[src/rtl/timer_pkg.sv]
// Shared encodings and control-word helpers for the three-channel timer.
// Latency: n/a (definitions only).
// Backpressure: n/a (definitions only).
package timer_pkg;

  localparam logic [1:0] MODE_ONESHOT  = 2'b00;
  localparam logic [1:0] MODE_PERIODIC = 2'b01;
  localparam logic [1:0] MODE_SQUARE   = 2'b10;
  localparam logic [1:0] SEL_CTRL      = 2'b11;

  localparam int CTRL_BITS_PER_CH = 3;
  localparam int NUM_CH           = 3;
  localparam int CTRL_W           = CTRL_BITS_PER_CH * NUM_CH;

  // Per-channel slice of the control word: {enable, mode[1:0]}.
  typedef struct packed {
    logic       enable;
    logic [1:0] mode;
  } ch_ctrl_t;

  // Extract the control slice of one channel from the packed control word.
  function automatic ch_ctrl_t ch_ctrl_of(input logic [CTRL_W-1:0] ctrl, input int ch);
    return ctrl[ch*CTRL_BITS_PER_CH +: CTRL_BITS_PER_CH];
  endfunction

endpackage

[src/rtl/timer_channel.sv]
// One down-counter channel: reload/count/out state with one-shot, periodic and square modes.
// Latency: state updates on the posedge after load/tick; count_nxt shows the value being registered.
// Backpressure: none; ticks are consumed or dropped in the cycle they arrive.
module timer_channel
  import timer_pkg::*;
#(
  parameter int CNT_W = 32
) (
  input  logic             clk,
  input  logic             rst,
  input  logic             load,
  input  logic [CNT_W-1:0] load_val,
  input  logic             tick,
  input  logic             enable,
  input  logic [1:0]       mode,
  output logic [CNT_W-1:0] count_nxt,
  output logic             out
);

  localparam logic [CNT_W-1:0] ONE = CNT_W'(1);

  logic [CNT_W-1:0] reload;
  logic [CNT_W-1:0] count;
  logic             pulse;
  logic [CNT_W-1:0] reload_nxt;
  logic             out_nxt;
  logic             pulse_nxt;
  logic             is_oneshot;

  // Reserved mode 11 falls through to one-shot behaviour.
  assign is_oneshot = (mode != MODE_PERIODIC) && (mode != MODE_SQUARE);

  // Next-state: a load beats any tick; decrements stop at zero; expiry action depends on mode.
  always_comb begin
    reload_nxt = reload;
    count_nxt  = count;
    out_nxt    = out;
    pulse_nxt  = 1'b0;
    if (load) begin
      reload_nxt = load_val;
      count_nxt  = load_val;
      out_nxt    = 1'b0;
    end else begin
      // A periodic pulse is exactly one cycle wide, even if the channel is disabled meanwhile;
      // tracking it separately keeps a level inherited from a mode change untouched.
      if (pulse) out_nxt = 1'b0;
      if (enable) begin
        if (count == '0) begin
          if (is_oneshot) out_nxt = 1'b1;
        end else if (tick) begin
          if (count == ONE) begin
            case (mode)
              MODE_PERIODIC: begin
                count_nxt = reload;
                out_nxt   = 1'b1;
                pulse_nxt = 1'b1;
              end
              MODE_SQUARE: begin
                count_nxt = reload;
                out_nxt   = ~out;
              end
              default: begin
                count_nxt = '0;
                out_nxt   = 1'b1;
              end
            endcase
          end else begin
            count_nxt = count - ONE;
          end
        end
      end
    end
  end

  // Channel state register; async reset clears everything including a pending pulse.
  always_ff @(posedge clk or posedge rst) begin
    if (rst) begin
      reload <= '0;
      count  <= '0;
      out    <= 1'b0;
      pulse  <= 1'b0;
    end else begin
      reload <= reload_nxt;
      count  <= count_nxt;
      out    <= out_nxt;
      pulse  <= pulse_nxt;
    end
  end

endmodule

[src/rtl/timer_counter3.sv]
// Three-channel programmable down-counter with control register and registered read-back.
// Latency: writes take effect at the strobe edge; counter_out is registered one edge after select.
// Backpressure: none; writes and ticks are accepted every cycle, a write to a channel drops its tick.
module timer_counter3
  import timer_pkg::*;
#(
  parameter int CNT_W = 32
) (
  input  logic              clk,
  input  logic              rst,
  input  logic              counter_we,
  input  logic [1:0]        counter_set,
  input  logic [31:0]       counter_val,
  input  logic [2:0]        tick_in,
  output logic              counter0_out,
  output logic              counter1_out,
  output logic              counter2_out,
  output logic [31:0]       counter_out
);

  logic [CTRL_W-1:0] ctrl;
  logic [CTRL_W-1:0] ctrl_nxt;
  logic [CNT_W-1:0]  cnt_nxt [NUM_CH];
  logic [NUM_CH-1:0] ch_out;
  logic [31:0]       rd_nxt;

  // Control word update; channels keep seeing the old value until the next edge.
  always_comb begin
    ctrl_nxt = ctrl;
    if (counter_we && counter_set == SEL_CTRL) ctrl_nxt = counter_val[CTRL_W-1:0];
  end

  for (genvar g = 0; g < NUM_CH; g++) begin : g_ch
    ch_ctrl_t cfg;
    assign cfg = ch_ctrl_of(ctrl, g);

    timer_channel #(.CNT_W(CNT_W)) u_ch (
      .clk       (clk),
      .rst       (rst),
      .load      (counter_we && counter_set == 2'(g)),
      .load_val  (counter_val[CNT_W-1:0]),
      .tick      (tick_in[g]),
      .enable    (cfg.enable),
      .mode      (cfg.mode),
      .count_nxt (cnt_nxt[g]),
      .out       (ch_out[g])
    );
  end

  assign counter0_out = ch_out[0];
  assign counter1_out = ch_out[1];
  assign counter2_out = ch_out[2];

  // Read mux uses post-update values so a read shows the count as of this edge.
  always_comb begin
    rd_nxt = '0;
    case (counter_set)
      2'd0:     rd_nxt[CNT_W-1:0]  = cnt_nxt[0];
      2'd1:     rd_nxt[CNT_W-1:0]  = cnt_nxt[1];
      2'd2:     rd_nxt[CNT_W-1:0]  = cnt_nxt[2];
      default:  rd_nxt[CTRL_W-1:0] = ctrl_nxt;
    endcase
  end

  // Control and read-data registers.
  always_ff @(posedge clk or posedge rst) begin
    if (rst) begin
      ctrl        <= '0;
      counter_out <= '0;
    end else begin
      ctrl        <= ctrl_nxt;
      counter_out <= rd_nxt;
    end
  end

endmodule

[config.mk]
export PLATFORM = sky130hd
export DESIGN_NAME = timer_counter3
export DESIGN_NICKNAME = d
export VERILOG_FILES = /design/src/rtl/timer_pkg.sv /design/src/rtl/timer_channel.sv /design/src/rtl/timer_counter3.sv
export SDC_FILE = /design/constraint.sdc
export NUM_CORES = 1
export LEC_CHECK = 0
export BUFFER_PORTS_ARGS = -buffer_cell sky130_fd_sc_hd__buf_2
export CELL_PAD_IN_SITES_DETAIL_PLACEMENT = 1
export CELL_PAD_IN_SITES_GLOBAL_PLACEMENT = 1
export CORE_ASPECT_RATIO = 1.4
export CORE_MARGIN = 5
export CORE_UTILIZATION = 50
export CTS_BUF_LIST = sky130_fd_sc_hd__clkbuf_16
export CTS_CLUSTER_DIAMETER = 200
export DETAILED_ROUTE_END_ITERATION = 10
export HOLD_SLACK_MARGIN = 0.06
export PLACE_DENSITY = 0.86
export SLEW_MARGIN = 20
export SYNTH_ARGS = -nofsm -noshare
export SYNTH_HDL_FRONTEND = slang
export SYNTH_SLANG_ARGS = --single-unit
[constraint.sdc]
create_clock -name clk -period 14.2 [get_ports clk]
set_clock_uncertainty 0.15 [all_clocks]
set_input_delay 0.71 -clock clk [delete_from_list [all_inputs] [get_ports clk]]
set_output_delay 0.71 -clock clk [all_outputs]
set_load 0.005 [all_outputs]
==> results.json, run 1 <==
{
  "path_max_fanout": 20,
  "drive_above_1_share": 0.113,
  "rrSetupSlack_ns": 10.02,
  "ys_seq_elements": 239,
  "critical-path-max-stage-delay_ns": 0.85,
  "initial_core_util": 0.505,
  "final_area_mm2": 0.0150,
  "rr_worst_depth": 11,
  "async_reset_ff_frac": 1.00,
  "yosysWarnings": 0,
  "synth_area_mm2": 0.0136,
  "finalSetupViolCount": 0,
  "yosysTopAreaCellShare": 0.441,
  "crit_arrival_ns": 4.52,
  "drc": 0,
  "yosysSeqAreaShare": 0.441,
  "synth_xor_area_frac": 0.00517,
  "critical_path.slowest_cell": "o41a_1",
  "crit_path_end_kind": "flop",
  "status": "finished, final reports clean",
  "die-area_mm2": 0.0305,
  "setup_tns_ns": 0,
  "first_global_vias": 13900,
  "cts.clk_slew.worst_paths_ns": 0.07,
  "min_path_type": "input port to asynchronous set/reset pin",
  "ctsHoldBuffers": 0,
  "final_cell_mix": "nand2_1 (378), dfrtp_1 (239), o21ai_0 (149)",
  "cts_root_buf": "clkbuf_16",
  "cp-start-kind": "flop",
  "fin_crit_ns": 4.18,
  "dp_hpwl_mm": 39.7,
  "worst_pin_slew_ns": 1.12,
  "cts_sinks": 239,
  "dpl_cell_area_mm2": 0.0141,
  "synth_area_leader_cell": "dfrtp_1",
  "n_fill_cell": 3222,
  "worstReg2RegEnd": "counter_out[26]$_DFF_PP0_",
  "peakVddDrop_uv": 103,
  "via_count": 13700,
  "chipHeight_um": 205,
  "finalCritPeriodShare": 0.294,
  "report.final.slew_viol_count": 0,
  "clk-insertion-delay-late_ns": 0.57,
  "cts_resized": 0,
  "io_buffers": 74,
  "p_per_area_mw_per_mm2": 144,
  "synth.area.top_cells": "dfrtp_1 (44%), nand2_1 (10%), o21ai_0 (5.5%)",
  "synth_simple_gate_area_frac": 0.244,
  "antenna_found_initial": 1,
  "relSlewSlack": 0.249,
  "synth_enable_flop_cells": 0,
  "ctsLongestPathBuffers": 3,
  "synth_flop_cell": "dfrtp_1",
  "area_growth_pct": 10.5,
  "io_pins": 75,
  "rsz0062_at_grt": "no",
  "routed_wirelength_mm": 55.9,
  "postSynthCellCount": 1626,
  "p_leak_uw": 0.00662,
  "synthAdderAreaFrac": 0.0129,
  "reg2reg_from": "g_ch[2].u_ch.count[0]$_DFF_PP0_",
  "cts_tree": "done",
  "criticalPathCategory": "flop to flop",
  "dr.pass1.iters": 5,
  "synth_top_family_by_area": "simple AND/OR/NAND/NOR gates",
  "ys_types": 90,
  "core-area_mm2": 0.0268,
  "clock.fmax_ghz": 0.239,
  "wl_per_cell_um": 27.5,
  "synth_fp_nets": 1680,
  "path_delay_family": "compound AO/OA/AOI/OAI gates",
  "post_cts_buffers": 0,
  "grtUsageTotal": 0.363,
  "grt_overflow": 0,
  "synth-compound-area-share": 0.235,
  "grt_pass1_wl_mm": 84.5,
  "grt_max_degree": 95,
  "max_cap_violations": 0,
  "synth.area.mux_share": 0.0166,
  "cts_buffers": 27,
  "fp-row-count": 71,
  "synth_area_per_cell_um2": 8.34,
  "hold_viol": 0,
  "htree_levels": 1,
  "drtIter0Drc": 1102,
  "required_ns": 14.54,
  "place.gp.congestion": 0.973,
  "drtAntennaViolNets": 0,
  "vias_per_cell": 6.73,
  "worst-path-buf-inv": 3,
  "cp_cell_sequence": "inv_1, ha_1, nor4b_1, buf_4, nand2_1, o41a_1, buf_4, o21ai_0, nand2_1, a311oi_1, a221o_1",
  "mostFrequentLayoutCell": "nand2_1",
  "fp.dieW_um": 149,
  "nets": 1701
}
-- cells by family after synthesis --
group,count (synthesis)
AO/OA/AOI/OAI,486
XOR/XNOR,8
adder cells (fa/ha/maj),14
buffers and inverters,146
flip-flops,239
multiplexers,21
AND/OR/NAND/NOR,712
-- area by class of cell --
cell class                      count  area, µm²  share of cell area
Multi-Input combinational cell   1241       6990               0.467
Sequential cell                   239       5980               0.399
Timing Repair Buffer              100        569              0.0380
Clock inverter                     20        149             0.00994
Antenna cell                        1       2.50            0.000167
Clock buffer                       27        676              0.0451
Tap cell                          365        457              0.0305
Inverter                           38        150              0.0100
-- stage by stage --
step / worst slack (ns) / power, µW / hold WS [ns] / std cells / utilization
CTS: 10.05 / 2150 / 0.132 / 2030 / 0.558
floorplan: 6.78 / 1240 / 0.287 / 1626 / -
global placement: 9.98 / 1450 / 0.300 / 1983 / 0.527
global route: 9.83 / 2250 / 0.142 / 2030 / 0.558
finish: 10.02 / 2160 / 0.0940 / 2031 / 0.558
detailed placement: 9.84 / 1470 / 0.307 / 1983 / 0.527
-- worst reg2reg max path, cell delays in order, from the launching register on --
cell	delay (ns)
dfrtp_1	0.48
inv_1	0.10
ha_1	0.26
nor4b_1	0.28
buf_4	0.22
nand2_1	0.33
o41a_1	0.85
buf_4	0.35
o21ai_0	0.12
nand2_1	0.10
a311oi_1	0.60
a221o_1	0.27
-- synth_stat cells (6+ instances only) --
| master | number |
|---|---|
| nand2_1 | 379 |
| dfrtp_1 | 239 |
| o21ai_0 | 149 |
| nor2_1 | 107 |
| a21oi_1 | 93 |
| clkbuf_1 | 74 |
| nor3_1 | 41 |
| inv_1 | 35 |
| nand3_1 | 35 |
| nor4_1 | 35 |
| a31oi_1 | 24 |
| a22oi_1 | 22 |
| o22ai_1 | 22 |
| buf_2 | 19 |
| and3_1 | 15 |
| nand4_1 | 15 |
| a32oi_1 | 14 |
| and4_1 | 14 |
| ha_1 | 14 |
| o211ai_1 | 14 |
| o31ai_1 | 14 |
| mux2_2 | 12 |
| a21o_1 | 10 |
| nand2b_1 | 10 |
| a211oi_1 | 9 |
| a2bb2oi_1 | 9 |
| mux2i_1 | 9 |
| and2_1 | 8 |
| buf_1 | 8 |
| o21a_1 | 8 |
| o21ai_1 | 8 |
| a311oi_1 | 7 |
| o211a_1 | 7 |
| or3_1 | 7 |
| or4_1 | 7 |
| a32o_1 | 6 |
| nor2b_1 | 6 |
-- metal layers --
metal | wire (µm) | vias up | track usage
met5 | 13 | - | 0
met4 | 4030 | 2 | 0.219
met3 | 4260 | 197 | 0.0571
met2 | 26300 | 655 | 0.590
met1 | 21200 | 6884 | 0.454
li1 | - | 5926 | -
-- worst max-delay path by stage --
stage / endpoint / slack [ns] / startpoint / cells past startpoint
2_1_floorplan: counter_out[0]$_DFF_PP0_ / 6.78 / rst / 1
3_3_place_gp: counter_out[24]$_DFF_PP0_ / 9.98 / counter_set[0] / 11
3_5_place_dp: counter_out[24]$_DFF_PP0_ / 9.84 / counter_set[0] / 11
4_1_cts: counter_out[26]$_DFF_PP0_ / 10.05 / g_ch[2].u_ch.count[0]$_DFF_PP0_ / 11
5_1_grt: counter_out[20]$_DFF_PP0_ / 9.83 / g_ch[0].u_ch.count[11]$_DFF_PP0_ / 8
6_report: counter_out[26]$_DFF_PP0_ / 10.02 / g_ch[2].u_ch.count[0]$_DFF_PP0_ / 11
-- flip-flops by register name, summed over array words and instances, names as in the netlist --
name	flops
g_ch.u_ch.reload	96
counter_out	32
ctrl	9
g_ch.u_ch.pulse	3
g_ch.u_ch.count	96
g_ch.u_ch.out	3
-- where the power goes --
part	leakage [µW]	internal [µW]	switching [µW]	total, µW
sequential	0.00294	805	140	945
clock	0.000438	380	299	679
combinational	0.00324	175	365	540
Power figures use the tool's default switching activity.
==> run 2, diff against run 1 <==
ABC_AREA = 1   (was not set)
CORE_UTILIZATION = 45   (was 50)
PLACE_DENSITY = 0.81   (was 0.86)
clock period = 4.3 ns   (was 14.2 ns; I/O delays follow)
==> run 2 against run 1 <==
Effect of this change: non-clock buffer count rose by 27; worst setup slack worse by 8.9 ns; total power grew to 3.9 times the previous value; wire length up 5.3%; design area grew 13%; register-to-register slack lost 8.9 ns; sequential cell count stayed put; final cell count increased by 32%; global-route usage shrank 4.4 points; sequential power grew to 3.5 times the previous value; synthesized cell count is 32% higher; clock power grew to 3.7 times the previous value.
==> results.json, run 2 <==
{
  "yosysWarnings": 0,
  "crit_arrival_ns": 3.42,
  "criticalPathCategory": "flop to flop",
  "clk-insertion-delay-late_ns": 0.55,
  "postSynthCellCount": 2151,
  "stdcell_count": 2688,
  "hold_viol": 0,
  "post-place-cells": 2603,
  "rrSetupSlack_ns": 1.14,
  "p_per_area_mw_per_mm2": 504,
  "drtIter0Drc": 898,
  "vias_per_cell": 5.56,
  "routed_wirelength_mm": 58.8,
  "drtAntennaViolNets": 0,
  "grt_overflow": 0,
  "peakVddDrop_uv": 392,
  "p_int_uw": 5180,
  "ys_types": 43,
  "synth.area.top_cells": "dfrtp_1 (40%), nand2_1 (18%), nand3_1 (8.2%)",
  "cp-start-kind": "flop",
  "place.gp.congestion": 0.989,
  "synth_area_leader_cell": "dfrtp_1",
  "mostFrequentLayoutCell": "nand2_1",
  "max_cap_violations": 0,
  "initial_core_util": 0.452,
  "multi_input_area_mm2": 0.00772,
  "setup_tns_ns": 0,
  "rsz0062_at_grt": "no",
  "p_leak_uw": 0.00831,
  "fp.dieW_um": 164,
  "io_buffers": 74,
  "grt_max_degree": 94,
  "wl_per_cell_um": 21.9,
  "synthTopCellsByCount": "nand2_1 (714), nand3_1 (245), dfrtp_1 (239)",
  "worst_pin_slew_ns": 1.08,
  "grtUsageTotal": 0.319,
  "nets": 2277,
  "crit_path_end_kind": "flop",
  "clock.fmax_ghz": 0.316,
  "power_switching_uw": 3330,
  "combPwrFrac": 0.319,
  "cts.clk_slew.worst_paths_ns": 0.06,
  "synth_area_mm2": 0.0150,
  "io_pins": 75,
  "dp_hpwl_mm": 43.3,
  "top_regs": "g_ch.u_ch.count (96), g_ch.u_ch.reload (96), counter_out (32)",
  "antenna_found_initial": 1,
  "cts_root_buf": "clkbuf_16",
  "report.final.slew_viol_count": 0,
  "area_growth_pct": 12.7,
  "first_global_vias": 15900,
  "ctsLongestPathBuffers": 3,
  "core-area_mm2": 0.0331,
  "n_fill_cell": 4317,
  "final-seq-area_mm2": 0.00598,
  "synth_enable_flop_cells": 0,
  "cts_tree": "done",
  "required_ns": 4.56,
  "grt_pass1_wl_mm": 90.6,
  "fp-row-count": 79,
  "synth_flop_cell": "dfrtp_1",
  "n_antenna_cell": 0,
  "drive_above_1_share": 0.103,
  "yosysTopAreaCellShare": 0.399,
  "ys_seq_elements": 239,
  "via_count": 15000,
  "finalSetupViolCount": 0,
  "relSlewSlack": 0.283,
  "chipHeight_um": 226,
  "cts_sinks": 239,
  "dr.pass1.iters": 5,
  "cts_buffers": 27,
  "finalCritPeriodShare": 0.735,
  "final_cell_mix": "nand2_1 (711), nand3_1 (245), dfrtp_1 (239)",
  "p_clk_frac": 0.295,
  "synth_area_per_cell_um2": 6.96,
  "yosysMostFrequentCell": "nand2_1",
  "die-area_mm2": 0.0371,
  "drc": 0,
  "sequentialPowerShare": 0.386,
  "p_sw_frac": 0.391,
  "yosysSeqAreaShare": 0.399,
  "async_reset_ff_frac": 1.00,
  "synth_fp_nets": 2205,
  "path_max_fanout": 17,
  "status": "finished, final reports clean",
  "htree_levels": 1,
  "post_cts_buffers": 0,
  "min_path_type": "input port to flop",
  "fin_crit_ns": 3.16
}
## run 2: cell families after synthesis
group,after synthesis,synth area share
flops,239,0.399
compound gates,223,0.0802
xor+xnor,53,0.0310
buf+inv,295,0.0858
fa+ha+maj,14,0.0117
simple gates,1327,0.392
## run 2: power groups by stage
stage,clock network (µW),registers (µW),logic (µW)
after floorplan,0,3150,1850
after global placement,0,3290,2560
after detailed placement,0,3310,2640
after CTS,2530,3270,2690
after global routing,2630,3350,3020
final,2510,3290,2710
## run 2: per-stage QoR
step	hold slack (ns)	cell area [µm²]	utilization	total power, µW	worst slack (ns)
after global routing	0.156	16900	0.510	8990	1.01
after floorplan	0.186	15000	-	5000	0.801
final	0.110	16900	0.510	8510	1.14
after detailed placement	0.317	15600	0.471	5940	1.19
after global placement	0.313	15600	0.471	5850	1.26
after CTS	0.0808	16900	0.510	8500	1.18
## run 2: worst max-delay path: stages, from the launching register on
cell	delay [ns]
dfrtp_1	0.45
nor2_2	0.09
nand2_1	0.27
inv_1	0.12
nand2_2	0.11
nor2_4	0.08
a21oi_2	0.85
buf_4	0.40
nand2_1	0.08
nand2_1	0.09
nand2_1	0.06
nand3_1	0.13
nand4_1	0.13
## run 2: final timing paths
path                                                    start                                  to  cells past startpoint
hold reg to reg            g_ch[1].u_ch.reload[1]$_DFFE_PP0P_  g_ch[1].u_ch.reload[1]$_DFFE_PP0P_                      2
setup reg to reg              g_ch[1].u_ch.count[5]$_DFF_PP0_            counter_out[1]$_DFF_PP0_                     12
hold / removal                                     tick_in[0]          g_ch[0].u_ch.out$_DFF_PP0_                      6
setup / recovery              g_ch[1].u_ch.count[5]$_DFF_PP0_            counter_out[1]$_DFF_PP0_                     12
max in group asynchronous                                 rst     g_ch[0].u_ch.count[7]$_DFF_PP0_                      4
min in group asynchronous                                 rst     g_ch[1].u_ch.count[2]$_DFF_PP0_                      3
## run 2: area by class of cell
type	count	share of cell area
multi-input combinational	1617	0.458
sequential	239	0.354
timing repair buffer	127	0.0531
inverter	211	0.0471
clock buffer	27	0.0400
tap	445	0.0330
clock inverter	22	0.0148
## run 2: layer usage
layer / share of wire / wire, µm / global-route usage / up-vias
li1: - / - / - / 6946
met1: 0.40 / 23700 / 0.393 / 7420
met2: 0.49 / 28800 / 0.548 / 416
met3: 0.048 / 2850 / 0.0382 / 169
met4: 0.059 / 3440 / 0.162 / 2
met5: 0.00012 / 7 / 0 / -
## run 2: what timing repair did
| action | in CTS | in global routing |
|---|---|---|
| resized for setup | 0 | 0 |
| hold buffers | 36 | 0 |
| endpoints found under the setup margin | 0 | 0 |
| hold endpoints to repair | 257 | 0 |
